`src/rtl/wb_pkg.sv`:
```
// Shared types for the Wishbone master bridge: FSM state encoding and the
// captured request record.
package wb_pkg;

  localparam int WB_DATA_W     = 32;
  localparam int WB_SEL_W      = 4;
  // Request record carries the widest supported address; the bridge uses
  // the low WB_ADDR_W bits.
  localparam int WB_ADDR_W_MAX = 64;

  typedef enum logic [2:0] {
    IDLE,
    REQ,
    XFER,
    BACKOFF,
    RESP,
    HOLD
  } wb_mst_state_e;

  typedef struct packed {
    logic [WB_ADDR_W_MAX-1:0] addr;
    logic                     we;
    logic [WB_DATA_W-1:0]     wdata;
    logic [WB_SEL_W-1:0]      be;
    logic                     lock;
  } wb_req_t;

endpackage

```
`src/rtl/wb_timeout_cnt.sv`:
```
// Saturating cycle counter. expired_o rises once LIMIT-1 enabled cycles
// have elapsed since the last clear, so an owner that leaves its state on
// expired_o spends exactly LIMIT cycles there.
module wb_timeout_cnt #(
  parameter int LIMIT = 256
) (
  input  logic clk_i,
  input  logic rst_i,
  input  logic clr_i,
  input  logic en_i,
  output logic expired_o
);

  localparam int              CW   = (LIMIT > 1) ? $clog2(LIMIT) : 1;
  localparam logic [CW-1:0]   LAST = CW'(LIMIT - 1);

  logic [CW-1:0] cnt_q;

  // Count enabled cycles, hold at LAST, restart on clear.
  always_ff @(posedge clk_i) begin
    if (rst_i || clr_i)             cnt_q <= '0;
    else if (en_i && !expired_o)    cnt_q <= cnt_q + 1'b1;
  end

  assign expired_o = (cnt_q == LAST);

endmodule

```
`src/rtl/wb_master_bridge.sv`:
```
// Valid/ready request port to Wishbone classic single-beat master.
// One request in flight; handles arbitration, preemption, retry with
// backoff, slave error, timeout and locked back-to-back accesses.
module wb_master_bridge
  import wb_pkg::*;
#(
  parameter int TAGSIZE       = 2,
  parameter int WB_ADDR_W     = 32,
  parameter int MAX_RETRY     = 4,
  parameter int RETRY_BACKOFF = 8,
  parameter int TIMEOUT       = 256
) (
  input  logic                 clk_i,
  input  logic                 rst_i,
  // request port
  input  logic                 req_valid_i,
  output logic                 req_ready_o,
  input  logic [WB_ADDR_W-1:0] req_addr_i,
  input  logic                 req_we_i,
  input  logic [31:0]          req_wdata_i,
  input  logic [3:0]           req_be_i,
  input  logic                 req_lock_i,
  // response port
  output logic                 rsp_valid_o,
  output logic [31:0]          rsp_rdata_o,
  output logic                 rsp_err_o,
  // wishbone master
  output logic                 wb_cyc_o,
  output logic                 wb_stb_o,
  output logic                 wb_we_o,
  output logic                 wb_lock_o,
  output logic [WB_ADDR_W-1:0] wb_adr_o,
  output logic [31:0]          wb_dat_o,
  output logic [3:0]           wb_sel_o,
  output logic [TAGSIZE-1:0]   wb_tga_o,
  output logic [TAGSIZE-1:0]   wb_tgc_o,
  output logic [TAGSIZE-1:0]   wb_tgd_o,
  input  logic [31:0]          wb_dat_i,
  input  logic [TAGSIZE-1:0]   wb_tgd_i,
  input  logic                 wb_ack_i,
  input  logic                 wb_err_i,
  input  logic                 wb_rty_i,
  input  logic                 wb_gnt_i
);

  localparam int            RW         = (MAX_RETRY > 0) ? $clog2(MAX_RETRY + 1) : 1;
  localparam logic [RW-1:0] RETRY_LAST = RW'(MAX_RETRY);

  wb_mst_state_e state_q;
  wb_req_t       req_q;
  logic [RW-1:0] retry_q;
  logic          err_q;
  logic [31:0]   rdata_q;

  logic accept;
  logic qual;
  logic tmo_expired;
  logic bko_expired;

  assign accept = req_valid_i && req_ready_o;
  // Slave responses only count while we own the bus and strobe; this drops
  // stale acks that straddle a grant change.
  assign qual   = wb_gnt_i && wb_stb_o;

  wb_timeout_cnt #(.LIMIT(TIMEOUT)) u_tmo (
    .clk_i    (clk_i),
    .rst_i    (rst_i),
    .clr_i    (state_q != XFER),
    .en_i     (state_q == XFER),
    .expired_o(tmo_expired)
  );

  wb_timeout_cnt #(.LIMIT(RETRY_BACKOFF)) u_bko (
    .clk_i    (clk_i),
    .rst_i    (rst_i),
    .clr_i    (state_q != BACKOFF),
    .en_i     (state_q == BACKOFF),
    .expired_o(bko_expired)
  );

  // Request capture, bus FSM, retry count and response registers.
  always_ff @(posedge clk_i) begin
    if (rst_i) begin
      state_q <= IDLE;
      req_q   <= '0;
      retry_q <= '0;
      err_q   <= 1'b0;
      rdata_q <= '0;
    end else begin
      if (accept) begin
        req_q <= '{addr:  WB_ADDR_W_MAX'(req_addr_i),
                   we:    req_we_i,
                   wdata: req_wdata_i,
                   be:    req_be_i,
                   lock:  req_lock_i};
      end
      unique case (state_q)
        IDLE: if (accept) state_q <= REQ;
        REQ:  if (wb_gnt_i) state_q <= XFER;
        XFER: begin
          if (!wb_gnt_i) begin
            // preempted: re-arbitrate, not a retry
            state_q <= REQ;
          end else if (qual && wb_err_i) begin
            state_q <= RESP;
            err_q   <= 1'b1;
            rdata_q <= '0;
          end else if (qual && wb_ack_i) begin
            state_q <= RESP;
            err_q   <= 1'b0;
            rdata_q <= req_q.we ? 32'h0 : wb_dat_i;
          end else if (qual && wb_rty_i) begin
            if (retry_q == RETRY_LAST) begin
              state_q <= RESP;
              err_q   <= 1'b1;
              rdata_q <= '0;
            end else begin
              retry_q <= retry_q + 1'b1;
              state_q <= BACKOFF;
            end
          end else if (tmo_expired) begin
            state_q <= RESP;
            err_q   <= 1'b1;
            rdata_q <= '0;
          end
        end
        BACKOFF: if (bko_expired) state_q <= REQ;
        RESP: begin
          retry_q <= '0;
          state_q <= (req_q.lock && !err_q) ? HOLD : IDLE;
        end
        HOLD: begin
          // grant is retained while locked, so a new request skips REQ
          if (accept)         state_q <= wb_gnt_i ? XFER : REQ;
          else if (!wb_gnt_i) state_q <= IDLE;
        end
        default: state_q <= IDLE;
      endcase
    end
  end

  // Outputs decode the state and request flops only: no input-to-output paths.
  assign req_ready_o = (state_q == IDLE) || (state_q == HOLD);
  assign wb_stb_o    = (state_q == XFER);
  assign wb_cyc_o    = (state_q == REQ) || (state_q == XFER) || (state_q == HOLD) ||
                       ((state_q == RESP) && req_q.lock && !err_q);
  assign wb_lock_o   = req_q.lock && wb_cyc_o;
  assign wb_we_o     = req_q.we;
  assign wb_adr_o    = req_q.addr[WB_ADDR_W-1:0];
  assign wb_dat_o    = req_q.wdata;
  assign wb_sel_o    = req_q.be;
  assign wb_tga_o    = '0;
  assign wb_tgc_o    = '0;
  assign wb_tgd_o    = '0;

  assign rsp_valid_o = (state_q == RESP);
  assign rsp_rdata_o = rsp_valid_o ? rdata_q : 32'h0;
  assign rsp_err_o   = rsp_valid_o && err_q;

  // Tag input and spare address bits carry nothing for this master.
  logic unused_ok;
  assign unused_ok = ^{wb_tgd_i, req_q.addr};

endmodule

```
`config.mk`:
```
export PLATFORM = sky130hd
export DESIGN_NAME = wb_master_bridge
export DESIGN_NICKNAME = d
export VERILOG_FILES = /design/src/rtl/wb_pkg.sv /design/src/rtl/wb_timeout_cnt.sv /design/src/rtl/wb_master_bridge.sv
export SDC_FILE = /design/constraint.sdc
export NUM_CORES = 1
export LEC_CHECK = 0
export ABC_CLOCK_PERIOD_IN_PS = 5000
export CAP_MARGIN = 5
export CORE_ASPECT_RATIO = 0.7
export CORE_MARGIN = 2
export CORE_UTILIZATION = 35
export DETAILED_ROUTE_END_ITERATION = 10
export PLACE_DENSITY = 0.68
export SYNTH_ARGS = -nofsm -noshare
export SYNTH_HDL_FRONTEND = slang
export SYNTH_HIERARCHICAL = 1
export SYNTH_SLANG_ARGS = --single-unit
```
`constraint.sdc`:
```
create_clock -name clk_i -period 5 [get_ports clk_i]
set_input_delay 1 -clock clk_i [delete_from_list [all_inputs] [get_ports clk_i]]
set_output_delay 1 -clock clk_i [all_outputs]
set_load 0.02 [all_outputs]
```
==> metrics.log <==
[metrics] run status: completed
[metrics] Detailed Routing Iterations Pass 1: 4
[metrics] CP arrival: roughly 2.5 ns
[metrics] Final Non-Filler Cells: 991
[metrics] Worst Slack Setup Final: 1.46 ns
[metrics] hold depth: 2
[metrics] DR vias: between 4000 and 5000
[metrics] ratio of cells with drive above 1 in the final layout: 6.28%
[metrics] required arrival time at the worst endpoint: around 4 ns
[metrics] type of element launching the critical path: flip-flop
[metrics] dpl hpwl: 9.34 mm
[metrics] count of max-cap constraint violations: 0
[metrics] async set-or-reset flop fraction in the synthesized netlist: 0%
[metrics] kind of end point of the critical path: output pin
[metrics] Max FO, Critical Path: 10
[metrics] Die H: about 110 um
[metrics] depth of the most critical reg-to-reg path: 6
[metrics] Worst Setup SP: state_q[1]
[metrics] Port Buffers: ~220
[metrics] Hold WS: between 0.4 and 0.5 ns
[metrics] WL/cell: about 14 um
[metrics] YS warnings: 6
[metrics] gp weighted congestion: about 0.77
[metrics] Crit Path Category: flip-flop to output pin
[metrics] Row Count: 37
[metrics] Worst Tran Pin Value: approximately 0.86 ns
[metrics] global-route wire length before repair: approximately 22 mm
[metrics] maximum vdd ir drop: roughly 0.24 mV
[metrics] unique cell type count in the Yosys netlist: 53
[metrics] share of total power in combinational logic: 31.3%
[metrics] global route total overflow: 0
[metrics] Critical R2R Launch: state_q[1]
[metrics] Final Skew: between 0.009 and 0.01 ns
[metrics] switching power total: 1.15 mW
[metrics] Mapped Area: 5410 um^2
[metrics] setup repair after global routing missed its margin: no
[metrics] Clock power frac: approximately a third
[metrics] share of total power consumed by net switching: 33.1%
[metrics] post-synthesis sequential element count: 120
[metrics] part of the cycle the worst path needs: 70.8%
[metrics] Internal Power: ~2.3 mW
[metrics] number of nets still failing antenna checks after routing: 0
[metrics] CTS H-tree depth: 4
[metrics] CTS tree: built
[metrics] worst skew pair latency: about 0.42 ns
[metrics] Global Route met2 Usage: around 25%
[metrics] Initial Utilization: around 36%
[metrics] sequential share of power: 34.1%
[metrics] P&R area growth vs syn: 42.4%
[metrics] total detailed-routing wirelength: approximately 14 mm
[metrics] power density relative to cell area: roughly 450 nW/um^2
[metrics] Post-synth EDFFs: 0
[metrics] aggregate global-route resource usage: roughly 17%
[metrics] worst min-delay path category: flip-flop to flip-flop
[metrics] Final Critical Period: around 3.5 ns
[metrics] number of cells after detailed placement: 959
[metrics] Worst Hold End: wb_adr_o[15]
[metrics] clk sink count: 120
[metrics] die area: 16500 um^2
[metrics] max_slew headroom: a little over two fifths
[metrics] clock buffer depth: 2
[metrics] initial antenna violation count: 0
[metrics] buffer type at the clock tree root: sky130_fd_sc_hd__clkbuf_16
[metrics] most frequent cell after synthesis: sky130_fd_sc_hd__nand2_1
[metrics] nets@finish: approximately 900
[metrics] synthesized instance count: 653
[metrics] number of DRC markers after the initial detailed-route iteration: roughly 220
[metrics] number of hold buffers added after CTS: 0
[metrics] met3 global-route usage: about 7.7%
[metrics] clk slew on worst S/H paths: 0.05 ns
[metrics] Tot Pwr: approximately 3.5 mW
[metrics] top cells by area, synth: sky130_fd_sc_hd__dfxtp_1, sky130_fd_sc_hd__buf_4, sky130_fd_sc_hd__nand2_1
[metrics] number of buffers created by CTS: 17
[metrics] Slew Limit Fails: 0
[metrics] post-placement setup slack: about 1.9 ns
[metrics] setup violation total in the final timing report: 0
[metrics] Synth Flop Type: sky130_fd_sc_hd__dfxtp_1
[metrics] register-to-register setup slack: 2.64 ns
[metrics] GR met1 Demand/Resource: a little over a fifth
[metrics] antenna diode count: 0
[metrics] top cell type's share of synthesized area: between 40 and 50%
[metrics] number of remaining DRC errors: 0
[metrics] final hold vios: 0
[metrics] proportion of synthesized chip area in sequential cells: between 40% and 50%
[metrics] post-synthesis cell type with the largest combined area: sky130_fd_sc_hd__dfxtp_1
[metrics] Std-Cell Core Area: ~15000 um^2
[metrics] Achievable Freq: approximately 280 MHz
[metrics] setup_tns: 0 ns
[metrics] largest net degree at the start of global routing: slightly below 80
[metrics] Worst R2R End: u_tmo/cnt_q[6]
[metrics] setup repair bufs after CTS: 0
[metrics] overall die width: approximately 150 um
[metrics] number of global-route vias before repair: roughly 4400
[metrics] mean cell area of the mapped netlist: a little over 8 um^2
[metrics] gr busiest metal: met2
[metrics] total leakage power: 2.79 nW
[metrics] beginning of the worst hold path: wb_adr_o[15]
[metrics] number of ports placed on the die boundary: 224
[metrics] via density per instance: 4.68
[metrics] Synth top cells by count: sky130_fd_sc_hd__nand2_1, sky130_fd_sc_hd__dfxtp_1, sky130_fd_sc_hd__buf_4
[metrics] PostCTS Resize Cnt: 0
==> through the flow <==
stage                     instance area [um^2]  utilization, %
after floorplan                           5430               -
after global placement                    7120            47.8
after detailed placement                  7120            47.8
after CTS                                 7710            51.7
after global routing                      7710            51.7
final                                     7710            51.7
==> critical path: stages (launching register included) <==
cell and delay, ns:
sky130_fd_sc_hd__dfxtp_1 0.57, sky130_fd_sc_hd__inv_1 0.16, sky130_fd_sc_hd__or3_1 0.51, sky130_fd_sc_hd__o21ai_0 0.14, sky130_fd_sc_hd__and2_1 0.15, sky130_fd_sc_hd__clkdlybuf4s50_1 0.59
==> kinds of logic (layout without fill, tap and decap cells) <==
group | Yosys count | in the layout | share of synthesized area (%)
adder cells (fa/ha/maj) | 5 | 5 | 1.16
AND/OR/NAND/NOR | 258 | 258 | 22.5
buffers and inverters | 125 | 263 | 14.7
AO/OA/AOI/OAI | 134 | 134 | 15.4
XOR/XNOR | 4 | 4 | 0.648
multiplexers | 6 | 6 | 1.11
flip-flops | 120 | 120 | 44.4
other | 1 | 6 | 0.0693
==> area by class of cell <==
class	count	area, um^2
Fill cell	1433	7200
Sequential cell	120	2400
Multi-Input combinational cell	413	2240
Timing Repair Buffer	221	2190
Clock buffer	21	460
Tap cell	195	244
Clock inverter	11	124
Inverter	10	37.5
==> power groups by stage <==
stage / Sequential (mW) / Clock [mW] / Combinational, mW
2_1_floorplan: 1.17 / 0 / 0.817
3_3_place_gp: 1.20 / 0 / 1.09
3_5_place_dp: 1.20 / 0 / 1.10
4_1_cts: 1.19 / 1.24 / 1.10
5_1_grt: 1.20 / 1.28 / 1.18
6_report: 1.18 / 1.20 / 1.09
==> cells in the final DEF, fill, tap and decap left out, drive strengths merged, types with 6 or more instances in the layout <==
master / synthesis / final
clkdlybuf4s50: 0 / 214
nand2: 149 / 149
dfxtp: 120 / 120
a21oi: 76 / 76
and2: 37 / 37
nor2: 34 / 34
a22oi: 32 / 32
clkbuf: 23 / 21
inv: 10 / 10
nor3: 8 / 8
buf: 92 / 7
mux2i: 6 / 6
conb: 1 / 6
clkinv: 0 / 6
==> sequential cells by signal, summed over array words and instances, names as in the netlist <==
name and flops:
req_q 1, err_q 1, rdata_q 32, wb_sel_o 4, wb_adr_o 32, u_bko/cnt_q 3, state_q 3, retry_q 3
u_tmo/cnt_q 8, wb_we_o 1, wb_dat_o 32
==> metal layers <==
layer  wire, um  part of all wire (%)
met4        261                   1.9
met1       6690                    48
met3       1300                   9.3
met2       5790                    41
met5          0                     0
==> worst max-delay path by stage <==
| stage | end | slack (ns) | cells past startpoint |
|---|---|---|---|
| after floorplan | wb_lock_o | 2.44 | 5 |
| after global routing | wb_lock_o | 1.33 | 5 |
| after global placement | wb_lock_o | 1.90 | 5 |
| after detailed placement | rdata_q[14] | 1.88 | 5 |
| final | wb_lock_o | 1.46 | 5 |
| after CTS | wb_lock_o | 1.43 | 5 |
Note: power is estimated with default switching activity, not from simulation.
